[src/rtl/vga_pixel_writer_if.sv]
// Pixel stream from the object generator plus the plot port toward the VGA adapter.
// The writer takes the slave side; the generator/adapter environment takes the master side.
interface vga_pixel_writer_if;
    logic       pix_valid;
    logic [7:0] pix_x;
    logic [6:0] pix_y;
    logic [2:0] pix_colour;
    logic       pix_last;
    logic       pix_ready;
    logic       vga_hold;
    logic [7:0] vga_x;
    logic [6:0] vga_y;
    logic [2:0] vga_colour;
    logic       vga_plot;

    modport slave (
        input  pix_valid, pix_x, pix_y, pix_colour, pix_last, vga_hold,
        output pix_ready, vga_x, vga_y, vga_colour, vga_plot
    );

    modport master (
        output pix_valid, pix_x, pix_y, pix_colour, pix_last, vga_hold,
        input  pix_ready, vga_x, vga_y, vga_colour, vga_plot
    );
endinterface

[src/rtl/vga_pixel_writer.sv]
// Clears the screen to a background colour, then streams clipped object pixels
// through a small FIFO to the VGA adapter, one plot per un-held cycle.
module vga_pixel_writer #(
    parameter int unsigned SCREEN_W   = 160,
    parameter int unsigned SCREEN_H   = 120,
    parameter int unsigned FIFO_DEPTH = 4,
    parameter logic [2:0]  BG_COLOUR  = 3'b000
) (
    input  logic              clk,
    input  logic              reset,
    input  logic              frame_start,
    vga_pixel_writer_if.slave bus,
    output logic              busy,
    output logic              frame_done
);

    localparam int unsigned      PTR_W    = (FIFO_DEPTH > 1) ? $clog2(FIFO_DEPTH) : 1;
    localparam int unsigned      CNT_W    = PTR_W + 1;
    localparam logic [7:0]       X_LAST   = 8'(SCREEN_W - 1);
    localparam logic [6:0]       Y_LAST   = 7'(SCREEN_H - 1);
    localparam logic [CNT_W-1:0] CNT_FULL = CNT_W'(FIFO_DEPTH);

    typedef enum logic [1:0] {
        IDLE,
        CLEAR,
        STREAM,
        DRAIN
    } state_t;

    typedef struct packed {
        logic [7:0] x;
        logic [6:0] y;
        logic [2:0] colour;
    } pixel_t;

    state_t           state;
    state_t           state_next;
    logic [7:0]       cx;
    logic [6:0]       cy;
    pixel_t           mem [FIFO_DEPTH];
    logic [PTR_W-1:0] wr_ptr;
    logic [PTR_W-1:0] rd_ptr;
    logic [CNT_W-1:0] count;

    logic fifo_empty;
    logic fifo_full;
    logic in_range;
    logic clear_end;
    logic clear_emit;
    logic accept;
    logic push;
    logic pop;
    logic done_set;

    assign fifo_empty = (count == '0);
    assign fifo_full  = (count == CNT_FULL);
    assign in_range   = (32'(bus.pix_x) < SCREEN_W) && (32'(bus.pix_y) < SCREEN_H);
    assign clear_end  = (cx == X_LAST) && (cy == Y_LAST);

    // Pure state/count decodes: independent of vga_hold and pix_valid.
    assign bus.pix_ready = (state == STREAM) && !fifo_full;
    assign busy          = (state != IDLE);

    always_ff @(posedge clk or posedge reset) begin
        if (reset) begin
            state <= IDLE;
        end else begin
            state <= state_next;
        end
    end

    always_comb begin
        state_next = state;
        clear_emit = 1'b0;
        accept     = 1'b0;
        push       = 1'b0;
        pop        = 1'b0;
        done_set   = 1'b0;
        case (state)
            IDLE: begin
                if (frame_start) begin
                    state_next = CLEAR;
                end
            end
            CLEAR: begin
                if (!bus.vga_hold) begin
                    clear_emit = 1'b1;
                    if (clear_end) begin
                        state_next = STREAM;
                    end
                end
            end
            STREAM: begin
                // Off-screen pixels are consumed (accepted) but never pushed.
                accept = bus.pix_valid && !fifo_full;
                push   = accept && in_range;
                pop    = !fifo_empty && !bus.vga_hold;
                if (accept && bus.pix_last) begin
                    state_next = DRAIN;
                end
            end
            DRAIN: begin
                pop = !fifo_empty && !bus.vga_hold;
                if (fifo_empty) begin
                    done_set   = 1'b1;
                    state_next = IDLE;
                end
            end
            default: begin
                state_next = IDLE;
            end
        endcase
    end

    // Clear scan, FIFO bookkeeping and registered plot outputs.
    always_ff @(posedge clk or posedge reset) begin
        if (reset) begin
            cx             <= '0;
            cy             <= '0;
            wr_ptr         <= '0;
            rd_ptr         <= '0;
            count          <= '0;
            bus.vga_x      <= '0;
            bus.vga_y      <= '0;
            bus.vga_colour <= '0;
            bus.vga_plot   <= 1'b0;
            frame_done     <= 1'b0;
        end else begin
            bus.vga_plot <= 1'b0;
            frame_done   <= done_set;

            if (state == IDLE) begin
                cx     <= '0;
                cy     <= '0;
                wr_ptr <= '0;
                rd_ptr <= '0;
                count  <= '0;
            end

            if (clear_emit) begin
                bus.vga_x      <= cx;
                bus.vga_y      <= cy;
                bus.vga_colour <= BG_COLOUR;
                bus.vga_plot   <= 1'b1;
                if (cx == X_LAST) begin
                    cx <= '0;
                    cy <= cy + 7'd1;
                end else begin
                    cx <= cx + 8'd1;
                end
            end

            if (push) begin
                wr_ptr <= wr_ptr + PTR_W'(1);
            end

            if (pop) begin
                rd_ptr         <= rd_ptr + PTR_W'(1);
                bus.vga_x      <= mem[rd_ptr].x;
                bus.vga_y      <= mem[rd_ptr].y;
                bus.vga_colour <= mem[rd_ptr].colour;
                bus.vga_plot   <= 1'b1;
            end

            case ({push, pop})
                2'b10:   count <= count + CNT_W'(1);
                2'b01:   count <= count - CNT_W'(1);
                default: count <= count;
            endcase
        end
    end

    // Pixel storage needs no reset: only entries between the pointers are ever read.
    always_ff @(posedge clk) begin
        if (push) begin
            mem[wr_ptr] <= '{x: bus.pix_x, y: bus.pix_y, colour: bus.pix_colour};
        end
    end

endmodule

[src/flat_wrapper.sv]
// flat-port wrapper written by rule: the top's interface ports become plain ports
module vga_pixel_writer_flat 
#(
    parameter int unsigned SCREEN_W   = 160,
    parameter int unsigned SCREEN_H   = 120,
    parameter int unsigned FIFO_DEPTH = 4,
    parameter logic [2:0]  BG_COLOUR  = 3'b000
)
  (clk, reset, frame_start, busy, frame_done, bus_pix_valid, bus_pix_x, bus_pix_y, bus_pix_colour, bus_pix_last, bus_vga_hold, bus_pix_ready, bus_vga_x, bus_vga_y, bus_vga_colour, bus_vga_plot);
  vga_pixel_writer_if bus_i ();
  input  logic clk;
  input  logic reset;
  input  logic frame_start;
  output logic busy;
  output logic frame_done;
  input wire logic [$bits(bus_i.pix_valid)-1:0] bus_pix_valid;
  input wire logic [$bits(bus_i.pix_x)-1:0] bus_pix_x;
  input wire logic [$bits(bus_i.pix_y)-1:0] bus_pix_y;
  input wire logic [$bits(bus_i.pix_colour)-1:0] bus_pix_colour;
  input wire logic [$bits(bus_i.pix_last)-1:0] bus_pix_last;
  input wire logic [$bits(bus_i.vga_hold)-1:0] bus_vga_hold;
  output wire logic [$bits(bus_i.pix_ready)-1:0] bus_pix_ready;
  output wire logic [$bits(bus_i.vga_x)-1:0] bus_vga_x;
  output wire logic [$bits(bus_i.vga_y)-1:0] bus_vga_y;
  output wire logic [$bits(bus_i.vga_colour)-1:0] bus_vga_colour;
  output wire logic [$bits(bus_i.vga_plot)-1:0] bus_vga_plot;
  assign bus_i.pix_valid = bus_pix_valid;
  assign bus_i.pix_x = bus_pix_x;
  assign bus_i.pix_y = bus_pix_y;
  assign bus_i.pix_colour = bus_pix_colour;
  assign bus_i.pix_last = bus_pix_last;
  assign bus_i.vga_hold = bus_vga_hold;
  assign bus_pix_ready = bus_i.pix_ready;
  assign bus_vga_x = bus_i.vga_x;
  assign bus_vga_y = bus_i.vga_y;
  assign bus_vga_colour = bus_i.vga_colour;
  assign bus_vga_plot = bus_i.vga_plot;
  vga_pixel_writer #(.SCREEN_W(SCREEN_W), .SCREEN_H(SCREEN_H), .FIFO_DEPTH(FIFO_DEPTH), .BG_COLOUR(BG_COLOUR)) u_core (.clk(clk), .reset(reset), .frame_start(frame_start), .bus(bus_i), .busy(busy), .frame_done(frame_done));
endmodule
[config.mk]
export PLATFORM = sky130hd
export DESIGN_NAME = vga_pixel_writer_flat
export DESIGN_NICKNAME = d
export VERILOG_FILES = /design/src/rtl/vga_pixel_writer_if.sv /design/src/rtl/vga_pixel_writer.sv /design/src/flat_wrapper.sv
export SDC_FILE = /design/constraint.sdc
export NUM_CORES = 1
export LEC_CHECK = 0
export BUFFER_PORTS_ARGS = -buffer_cell sky130_fd_sc_hd__buf_2
export CORE_MARGIN = 1.5
export CORE_UTILIZATION = 59
export CTS_CLUSTER_SIZE = 12
export DETAILED_ROUTE_END_ITERATION = 7
export PLACE_DENSITY = 0.9
export SLEW_MARGIN = 40
export SYNTH_ARGS = -nofsm -noshare
export SYNTH_HDL_FRONTEND = slang
export SYNTH_SLANG_ARGS = --single-unit
[constraint.sdc]
create_clock -name clk -period 3.25 [get_ports clk]
set_clock_uncertainty 0.1 [all_clocks]
set_input_delay 0.325 -clock clk [delete_from_list [all_inputs] [get_ports clk]]
set_output_delay 0.325 -clock clk [all_outputs]
set_load 0.01 [all_outputs]
==> results_dict.tcl <==
set metrics [dict create \
    result_of_the_run "finished, final reports clean" \
    netSwitchingPower_w 0.000900 \
    rsz0062_at_grt "false" \
    syn_nets 364 \
    io-pin-count 46 \
    cts_buffers 17 \
    wire_per_inst_um 20.2 \
    report.final.hold_viol_count 0 \
    cts-resized-gates 0 \
    max_freq_mhz 393 \
    path_clk_slew_ps 60 \
    grt_max_degree 42 \
    drive_above_1_share_pct 27.4 \
    tightest_slew_ps 671 \
    port_buffers 45 \
    regArea_sq_um 3260 \
    gr-usage-all-layers_pct 26.7 \
    clock_tree.root_cell "clkbuf_8" \
    area_growth_syn_to_layout_pct 22.8 \
    share_comb_of_total_power_pct 6.2 \
    wirelength_um 10600 \
    r2r_slack_ps 710 \
    cp_cell_sequence "inv_1, ha_1, nor2b_1, and4_1, and2_1, buf_4" \
    critPathSlowestCell "and2_1" \
    cts_post_setup_buffers_inserted 0 \
    num_vias 3060 \
    synth.avg_cell_area_sq_um 14.9 \
    ys_ff_latch 116 \
    grt_first_pass_wirelength_um 16600 \
    initial_cell_density_of_the_core_pct 60.2 \
    maxCapViolCount 0 \
    worst_stage_delay_on_the_critical_path_ps 500 \
    area_used_by_multi_input_combinational_logic_sq_um 1530 \
    vdd_drop_max_mv 0.435 \
    cts_htree_levels 4 \
    critical_path_class "reg2reg" \
    detail-route-antenna-nets 0 \
    nFillCells 451 \
    gpl.final_weighted_congestion 0.815 \
    cts_buffer_depth 2 \
    fp.dieArea_sq_um 8860 \
    count_of_different_cell_masters_after_synthesis 39 \
    worst_setup_path_start_kind "register" \
    slew_headroom_pct 55.0 \
    post-route-drc-count 0 \
    detailedRoute.firstIterationViolations 264 \
    slew_viol_final 0 \
    clkPwrFrac_pct 47.9 \
    period_share_pct 78.2 \
    placementRows 33 \
    design.final.nets 442 \
    die_height_um 94.1 \
    switching_share_pct 24.6 \
    worstSkewPairLatency_ps 530 \
    floorplan.die.width_um 94.1 \
    vias_in_the_first_global_route 3178 \
    critPathMaxFanout 10 \
    hpwlAfterDp_um 6530 \
    report.final.setup_viol 0 \
    yosys_warnings 0 \
    powerDensity_nw_per_um2 609 \
    gate_count_of_the_mapped_netlist 328 \
    timing.setup.tns_ps 0 \
    crit_required_ps 3370 \
    data_arrival_time_of_the_critical_path_ps 2670 \
    synth_area_sq_um 4900 \
    total_leakage_power_nw 2.39 \
    drt-vias-per-instance 5.84 \
    fin_cells 524 \
    worst_setup_path_end_kind "register" \
    grt_antenna_before_repair 0 \
    hold_path.class "in2reg" \
    drt_first_pass_iters 4 \
    p_int_w 0.00276 \
    synth_sequential_area_ratio_pct 66.6 \
    final_critical_path_time_including_i_o_delays_and_setup_ps 2540 \
    core-area_sq_um 8130 \
    cts_tree "done" \
    tritoncts_num_sinks 116 \
    seq_power_share_pct 45.9 \
    placed_cells 473 \
    hold_buffers 19 \
    grt_remaining_overflow 0 \
    num_antenna_cells 0 \
]
## cells in the final DEF (no fill, tap or decap), types with 8 or more instances in the layout
cell and instances:
dfrtp_1 43, a21oi_1 8, nand2_1 33, nor2_1 10
o21ai_0 32, inv_1 11, buf_4 9, edfxtp_1 72
mux4_2 18, dlygate4sd3_1 19, buf_2 45, mux2i_1 19
ha_1 11, clkbuf_16 16
## cell usage after synthesis
library cell	number	area, sq um
or3_1	1	6.26
mux2_2	5	56.3
nor3b_1	2	15.0
inv_1	12	45.0
mux4_2	18	405
nand2b_1	1	6.26
xnor2_1	2	17.5
nand3_1	6	30.0
dfrtp_1	44	1100
and4_1	2	17.5
a2bb2oi_1	1	8.76
o21ai_0	32	160
a21oi_1	8	40.0
nor3_1	2	10.0
fa_1	1	20.0
nand4b_1	1	8.76
or2_2	1	6.26
buf_6	1	11.3
buf_2	3	15.0
edfxtp_1	72	2160
nand2_1	33	124
and3_1	2	12.5
a22o_1	4	35.0
a21o_1	1	7.51
nand4_1	4	25.0
clkbuf_1	9	33.8
a31oi_1	1	6.26
nor3_2	1	10.0
o2111ai_1	1	8.76
xor2_1	4	35.0
nor2b_1	2	12.5
or3b_4	1	11.3
and2_1	6	37.5
nor2_1	10	37.5
nor4_1	2	12.5
ha_1	11	138
mux2i_1	19	190
o41ai_2	1	16.3
buf_1	1	3.75
## critical path: cells and delay by family, from the launching register on
kind,cells,cell delay (ps)
fa+ha+maj,1,240
buf+inv,2,410
flops,1,400
simple gates,3,1080
## through the flow
step / cell area (sq um) / total power [W] / util, % / hold WS, ps / setup slack, ps
after CTS: 6020 / 0.00367 / 74.0 / 149 / 715
final: 6020 / 0.00366 / 74.0 / 162 / 707
after global routing: 6020 / 0.00378 / 74.0 / 176 / 531
after floorplan: 4900 / 0.00182 / - / 324 / 682
after detailed placement: 5270 / 0.00192 / 64.7 / 262 / 813
after global placement: 5270 / 0.00190 / 64.7 / 255 / 915
## worst paths after layout
path | cells past startpoint | endpoint | from
setup / recovery | 6 | u_core.mem[1][14] | u_core.state[0]
hold / removal | 4 | u_core.state[0] | bus_vga_hold
hold reg to reg | 1 | u_core.count[2] | u_core.count[2]
max in group asynchronous | 4 | u_core.rd_ptr[1] | reset
setup reg to reg | 6 | u_core.mem[1][14] | u_core.state[0]
min in group asynchronous | 3 | u_core.rd_ptr[0] | reset
## power by group through the flow
stage	sequential (W)	combinational [W]	clock [W]
6_report	0.00168	0.000229	0.00175
5_1_grt	0.00169	0.000251	0.00184
4_1_cts	0.00168	0.000228	0.00176
3_5_place_dp	0.00171	0.000210	0
3_3_place_gp	0.00171	0.000198	0
2_1_floorplan	0.00171	0.000116	0
## layout make-up
| class | count | area share, % |
|---|---|---|
| clock buffer | 17 | 6.88 |
| timing repair buffer | 73 | 8.02 |
| sequential | 116 | 54.2 |
| clock inverter | 15 | 2.45 |
| multi-input combinational | 186 | 25.5 |
| inverter | 12 | 0.748 |
| tap | 105 | 2.18 |
## cells by family (layout without fill, tap and decap cells)
kind of cell | Yosys count | count (layout) | share of synthesized area [%]
adder cells (fa/ha/maj) | 12 | 12 | 3.22
flip-flops | 116 | 116 | 66.6
AND/OR/NAND/NOR | 77 | 77 | 7.81
multiplexers | 42 | 42 | 13.3
XOR/XNOR | 6 | 6 | 1.07
buffers and inverters | 26 | 117 | 2.22
AO/OA/AOI/OAI | 49 | 49 | 5.77
## routing by layer
layer	track usage (%)	up-vias	part of all wire [%]
met2	46.0	107	54
li1	-	1391	-
met3	8.50	16	4.6
met4	9.45	0	1.8
met5	0	-	0
met1	31.4	1546	40
## state kept, by name (all words and copies together) (netlist names)
register               cells
u_core.cx                  8
u_core.frame_done          1
u_core.state               2
u_core.bus.vga_colour      3
u_core.bus.vga_plot        1
u_core.cy                  7
u_core.count               3
u_core.mem                72
u_core.wr_ptr              2
u_core.bus.vga_x           8
u_core.bus.vga_y           7
u_core.rd_ptr              2
Note: power is estimated with default switching activity, not from simulation.
